**config.mk**
```make
export PLATFORM = sky130hd
export DESIGN_NAME = decoder_nto2n_seq_flat
export DESIGN_NICKNAME = d
export VERILOG_FILES = /design/src/rtl/decoder_nto2n_seq_if.sv /design/src/rtl/decoder_nto2n_seq.sv /design/src/flat_wrapper.sv
export SDC_FILE = /design/constraint.sdc
export NUM_CORES = 1
export LEC_CHECK = 0
export CORE_MARGIN = 1
export CORE_UTILIZATION = 40
export DETAILED_ROUTE_END_ITERATION = 8
export PLACE_DENSITY = 0.66
export SLEW_MARGIN = 15
export SYNTH_ARGS = -nofsm -noshare
export SYNTH_HDL_FRONTEND = slang
export SYNTH_SLANG_ARGS = --single-unit
export TNS_END_PERCENT = 30
```
**constraint.sdc**
```tcl
create_clock -name clk -period 1.8 [get_ports clk]
set_input_delay 0.36 -clock clk [delete_from_list [all_inputs] [get_ports clk]]
set_output_delay 0.36 -clock clk [all_outputs]
set_load 0.02 [all_outputs]
```
**src/rtl/decoder_nto2n_seq_if.sv**
```systemverilog
// Select/decode bus of the registered N-to-2^N decoder.
// The master drives the request side; the slave (the decoder) drives the registered results.
interface decoder_nto2n_seq_if #(
    parameter int SEL_W = 3
);
    localparam int OUT_W = 2 ** SEL_W;

    logic [SEL_W-1:0] din;
    logic             en;
    logic [1:0]       mode;
    logic             sweep_start;
    logic [OUT_W-1:0] y;
    logic             y_valid;
    logic             sweep_busy;
    logic             sweep_done;
    logic             err;

    modport master (
        output din, en, mode, sweep_start,
        input  y, y_valid, sweep_busy, sweep_done, err
    );

    modport slave (
        input  din, en, mode, sweep_start,
        output y, y_valid, sweep_busy, sweep_done, err
    );
endinterface

```
**src/rtl/decoder_nto2n_seq.sv**
```systemverilog
// Registered N-to-2^N decoder with one-hot / thermometer / broadcast modes and an
// auto-sweep sequencer that walks a single one across every output (register-file clear).
module decoder_nto2n_seq #(
    parameter int SEL_W     = 3,
    parameter int SWEEP_GAP = 0
) (
    input  logic                 clk,
    input  logic                 rst_n,
    decoder_nto2n_seq_if.slave   bus
);
    localparam int OUT_W    = 2 ** SEL_W;
    localparam int GAP_LAST = (SWEEP_GAP > 0) ? SWEEP_GAP - 1 : 0;
    localparam int GAP_W    = (GAP_LAST > 0) ? $clog2(GAP_LAST + 1) : 1;

    typedef enum logic [1:0] {IDLE, SWEEP, GAP, DONE} state_t;

    state_t           state_reg, state_next;
    logic [SEL_W-1:0] cnt_reg, cnt_next;
    logic [GAP_W-1:0] gap_reg, gap_next;
    logic [OUT_W-1:0] y_reg, y_next;
    logic             valid_reg, valid_next;
    logic             busy_reg, busy_next;
    logic             done_reg, done_next;
    logic             err_reg, err_next;

    logic [OUT_W-1:0] onehot;
    logic [OUT_W-1:0] therm;
    logic [OUT_W-1:0] sweep_hot;

    // Per-bit decode; thermometer bit gi is set for every din at or above gi.
    for (genvar gi = 0; gi < OUT_W; gi++) begin : g_dec
        assign onehot[gi]    = (bus.din == SEL_W'(gi));
        assign therm[gi]     = (bus.din >= SEL_W'(gi));
        assign sweep_hot[gi] = (cnt_reg == SEL_W'(gi));
    end

    always_comb begin
        state_next = state_reg;
        cnt_next   = cnt_reg;
        gap_next   = gap_reg;
        y_next     = '0;
        valid_next = 1'b0;
        busy_next  = 1'b0;
        done_next  = 1'b0;
        err_next   = 1'b0;

        case (state_reg)
            IDLE: begin
                if (bus.sweep_start) begin
                    // Sweep request wins; any concurrent decode is dropped.
                    state_next = SWEEP;
                    cnt_next   = '0;
                    gap_next   = '0;
                end else if (bus.en) begin
                    case (bus.mode)
                        2'b00: begin
                            y_next     = onehot;
                            valid_next = 1'b1;
                        end
                        2'b01: begin
                            y_next     = therm;
                            valid_next = 1'b1;
                        end
                        2'b10: begin
                            y_next     = '1;
                            valid_next = 1'b1;
                        end
                        default: err_next = 1'b1;
                    endcase
                end
            end

            SWEEP: begin
                y_next     = sweep_hot;
                valid_next = 1'b1;
                busy_next  = 1'b1;
                if (cnt_reg == SEL_W'(OUT_W - 1)) begin
                    state_next = DONE;
                end else if (SWEEP_GAP > 0) begin
                    state_next = GAP;
                    gap_next   = '0;
                end else begin
                    cnt_next = cnt_reg + 1'b1;
                end
            end

            GAP: begin
                busy_next = 1'b1;
                if (gap_reg == GAP_W'(GAP_LAST)) begin
                    gap_next   = '0;
                    cnt_next   = cnt_reg + 1'b1;
                    state_next = SWEEP;
                end else begin
                    gap_next = gap_reg + 1'b1;
                end
            end

            DONE: begin
                done_next  = 1'b1;
                cnt_next   = '0;
                state_next = IDLE;
            end

            default: state_next = IDLE;
        endcase
    end

    always_ff @(posedge clk or negedge rst_n) begin
        if (!rst_n) begin
            state_reg <= IDLE;
            cnt_reg   <= '0;
            gap_reg   <= '0;
            y_reg     <= '0;
            valid_reg <= 1'b0;
            busy_reg  <= 1'b0;
            done_reg  <= 1'b0;
            err_reg   <= 1'b0;
        end else begin
            state_reg <= state_next;
            cnt_reg   <= cnt_next;
            gap_reg   <= gap_next;
            y_reg     <= y_next;
            valid_reg <= valid_next;
            busy_reg  <= busy_next;
            done_reg  <= done_next;
            err_reg   <= err_next;
        end
    end

    assign bus.y          = y_reg;
    assign bus.y_valid    = valid_reg;
    assign bus.sweep_busy = busy_reg;
    assign bus.sweep_done = done_reg;
    assign bus.err        = err_reg;
endmodule

```
**src/flat_wrapper.sv**
```systemverilog
// flat-port wrapper written by rule: the top's interface ports become plain ports
module decoder_nto2n_seq_flat 
#(
    parameter int SEL_W     = 3,
    parameter int SWEEP_GAP = 0
)
  (clk, rst_n, bus_din, bus_en, bus_mode, bus_sweep_start, bus_y, bus_y_valid, bus_sweep_busy, bus_sweep_done, bus_err);
  decoder_nto2n_seq_if #(.SEL_W(SEL_W)) bus_i ();
  input  logic clk;
  input  logic rst_n;
  input wire logic [$bits(bus_i.din)-1:0] bus_din;
  input wire logic [$bits(bus_i.en)-1:0] bus_en;
  input wire logic [$bits(bus_i.mode)-1:0] bus_mode;
  input wire logic [$bits(bus_i.sweep_start)-1:0] bus_sweep_start;
  output wire logic [$bits(bus_i.y)-1:0] bus_y;
  output wire logic [$bits(bus_i.y_valid)-1:0] bus_y_valid;
  output wire logic [$bits(bus_i.sweep_busy)-1:0] bus_sweep_busy;
  output wire logic [$bits(bus_i.sweep_done)-1:0] bus_sweep_done;
  output wire logic [$bits(bus_i.err)-1:0] bus_err;
  assign bus_i.din = bus_din;
  assign bus_i.en = bus_en;
  assign bus_i.mode = bus_mode;
  assign bus_i.sweep_start = bus_sweep_start;
  assign bus_y = bus_i.y;
  assign bus_y_valid = bus_i.y_valid;
  assign bus_sweep_busy = bus_i.sweep_busy;
  assign bus_sweep_done = bus_i.sweep_done;
  assign bus_err = bus_i.err;
  decoder_nto2n_seq #(.SEL_W(SEL_W), .SWEEP_GAP(SWEEP_GAP)) u_core (.clk(clk), .rst_n(rst_n), .bus(bus_i));
endmodule
```
==> results of run 1 <==
## power by group through the flow
stage | combinational (uW) | sequential (uW) | clock (uW)
after floorplan | 498 | 704 | 0
after global placement | 883 | 612 | 0
after detailed placement | 910 | 616 | 0
after CTS | 917 | 608 | 219
after global routing | 1040 | 626 | 241
final | 908 | 606 | 210
## layout make-up
class,count,area share
clock buffer,3,0.0175
tap,28,0.0273
clock inverter,1,0.00584
inverter,8,0.0234
multi-input combinational,68,0.422
timing repair buffer,23,0.173
sequential,17,0.331
## cell families (layout without fill, tap and decap cells)
| family | Yosys count | in the layout | share of synthesized area |
|---|---|---|---|
| AND/OR/NAND/NOR | 29 | 29 | 0.172 |
| adder cells (fa/ha/maj) | 14 | 14 | 0.171 |
| flip-flops | 17 | 17 | 0.416 |
| AO/OA/AOI/OAI | 22 | 22 | 0.156 |
| buffers and inverters | 12 | 35 | 0.0550 |
| multiplexers | 3 | 3 | 0.0293 |
## synthesized netlist by cell type, drive strengths merged
| cell type | instances |
|---|---|
| and3 | 1 |
| nor2 | 3 |
| or2 | 1 |
| a32o | 1 |
| o41ai | 1 |
| buf | 3 |
| dfrtp | 17 |
| a31oi | 1 |
| and4bb | 1 |
| nand3b | 1 |
| a21oi | 6 |
| a211oi | 2 |
| o2111a | 1 |
| clkbuf | 1 |
| inv | 8 |
| o311ai | 1 |
| or2b | 1 |
| nand2 | 11 |
| o211ai | 1 |
| ha | 14 |
| mux2i | 3 |
| nor2b | 5 |
| o21ai | 4 |
| o221ai | 1 |
| nand3 | 2 |
| nand2b | 2 |
| o31ai | 3 |
| nor3 | 1 |
## routing by layer
| layer | share of wire | vias up |
|---|---|---|
| met2 | 0.51 | 32 |
| met4 | 0.0071 | 0 |
| met1 | 0.41 | 366 |
| met3 | 0.069 | 2 |
| li1 | - | 380 |
| met5 | 0 | - |
## worst paths after layout
path	slack, ns	start	to
min reg2reg	0.61	u_core.state_reg[1]$_DFFE_PN0P_	u_core.state_reg[1]$_DFFE_PN0P_
min in group clk	0.61	u_core.state_reg[1]$_DFFE_PN0P_	u_core.state_reg[1]$_DFFE_PN0P_
max reg2reg	0.39	u_core.state_reg[1]$_DFFE_PN0P_	u_core.cnt_reg[1]$_DFFE_PN0P_
min	0.37	rst_n	u_core.bus.sweep_done$_DFF_PN0_
max	0.20	u_core.bus.y[7]$_DFF_PN0_	bus_y[7]
max in group asynchronous	1.24	rst_n	u_core.bus.y[7]$_DFF_PN0_
## per-stage QoR
stage	hold slack [ns]	utilization
detailed placement	0.581	0.541
CTS	0.370	0.554
global route	0.382	0.554
floorplan	0.0644	-
finish	0.370	0.554
global placement	0.577	0.541
==> flow_metrics.py, run 1 <==
metrics = {
    "status": {
        "status": "finished, final reports clean",
    },
    "power": {
        "power_uw": 1720,
        "p_sw_uw": 701,
        "p_clk_frac": 0.122,
        "seq_power_share": 0.351,
        "internal-power_uw": 1020,
        "p_per_area_nw_per_um2": 1340,
        "power.leakage_uw": 0.000590,
        "peakVddDrop_mv": 0.687,
        "sw_frac_of_total": 0.406,
        "p_comb_frac": 0.527,
    },
    "cts": {
        "ctsResizeCount": 0,
        "clock_path_buffers": 2,
        "clkTransAtPathRegs_ns": 0.11,
        "clock-root-buffer": "clkbuf_4",
        "clk_latency_ns": 0.29,
        "cts_tree": "yes",
        "htree_levels": 1,
        "clock-sinks": 17,
        "cts_made_buffers": 3,
        "post_cts_buffers": 0,
        "postCtsHoldBufs": 0,
    },
    "synth": {
        "syn_inst": 97,
        "yosysWarnings": 0,
        "syn_nets": 120,
        "synth_area_um2": 1020,
        "postSynthAreaPerCell_um2": 10.6,
        "synth_cell_type_count": 33,
        "yosys-top-cells-area": "dfrtp_1 (42%), ha_1 (17%), nand2_1 (3.7%)",
        "ys_seq_area_frac": 0.416,
        "ys_seq_elements": 17,
        "yosysTopAreaCellShare": 0.416,
        "synth_top_area_cell": "dfrtp_1",
    },
    "floorplan": {
        "io_pins": 21,
        "die_h_um": 52.6,
        "rows": 17,
        "die_area_um2": 2770,
        "die_w_um": 52.6,
        "core_um2": 2320,
        "initial_core_util": 0.441,
    },
    "global_routing": {
        "grt.total_usage": 0.168,
        "grt_util_met1": 0.227,
        "grt.met2_usage": 0.272,
        "grt_max_degree": 18,
        "overflow": 0,
        "grtUsageMet3": 0.0377,
        "grt_pass1_wl_um": 3340,
        "grt.busiest_layer": "met2",
        "grt_pass1_vias": 722,
        "antenna_found_initial": 0,
    },
    "timing": {
        "setup-violations-final": 0,
        "maxSlewViolCount": 0,
        "setup-tns-final_ns": 0,
        "worst_slew_pin_slew_ns": 0.332,
        "rsz0062_at_grt": "false",
        "skew_ns": 0.00965,
        "finalCriticalPeriod_ns": 1.60,
        "fin_crit_sh": 0.888,
        "max_freq_mhz": 625,
        "hold_violations": 0,
        "max_slew_margin": 0.778,
        "setup_ws_ns": 0.201,
    },
    "placed_design": {
        "place_congestion": 0.812,
        "dpl_cell_area_um2": 1250,
        "hpwl_um": 1580,
        "dp_cells": 144,
        "portBuffers": 20,
        "pre_cts_slack_ns": -0.0148,
    },
    "routing": {
        "via_per_inst": 5.27,
        "avgRoutedWirePerCell_um": 13.3,
        "vias": 780,
        "drt-total-wl_um": 1970,
        "drtAntennaViolNets": 0,
        "first_iter_violations": 25,
        "drc": 0,
        "dr.pass1.iters": 4,
    },
    "worst_setup_path": {
        "worstPathArrival_ns": 1.24,
        "crit_path_end_kind": "output pin",
        "crit_family": "buffers and inverters",
        "crit_chain": "clkdlybuf4s50_1",
        "worstPathRequired_ns": 1.44,
        "rr_worst_depth": 5,
        "startpoint_type": "flip-flop",
        "worst-path-stages": 1,
        "critical_path_class": "flip-flop to output pin",
        "crit_path_max_fanout": 1,
        "critPathSlowestCell": "clkdlybuf4s50_1",
        "cpPeakStageDelay_ns": 0.60,
        "path_buf_inv": 1,
    },
    "run": {
        "max_cap_viol_count": 0,
    },
    "layout": {
        "fin_cells": 148,
        "multi_input_area_um2": 542,
        "drive_above_1_share": 0.117,
        "layout_commonest_cell": "clkdlybuf4s50_1",
        "n_antenna_cell": 0,
        "final_cell_mix": "clkdlybuf4s50_1 (20), dfrtp_1 (17), ha_1 (14), nand2_1 (10), inv_1 (8)",
        "final_area_um2": 1280,
        "syn_to_final_growth_pct": 25.5,
        "largest_reg_flops": 8,
        "nFillCells": 213,
        "final_nets": 144,
        "ff_latch_area_um2": 425,
    },
    "min_path": {
        "hp-class": "input port to async pin",
    },
}
Note: power is estimated with default switching activity, not from simulation.
==> inputs of run 2 (changes only) <==
--- a/config.mk
+++ b/config.mk
@@ -5,9 +5,9 @@
 export SDC_FILE = /design/constraint.sdc
 export NUM_CORES = 1
 export LEC_CHECK = 0
-export CORE_MARGIN = 1
 export CORE_UTILIZATION = 40
 export DETAILED_ROUTE_END_ITERATION = 8
+export MAX_ROUTING_LAYER = met4
 export PLACE_DENSITY = 0.66
 export SLEW_MARGIN = 15
 export SYNTH_ARGS = -nofsm -noshare
==> results of run 2 <==
The final DEF is identical to that of run 1; final timing and power are the same.
Among the figures that moved: final weighted congestion in routability-driven placement 0.812 -> 0.824; overall routing resource usage 0.168 -> 0.173
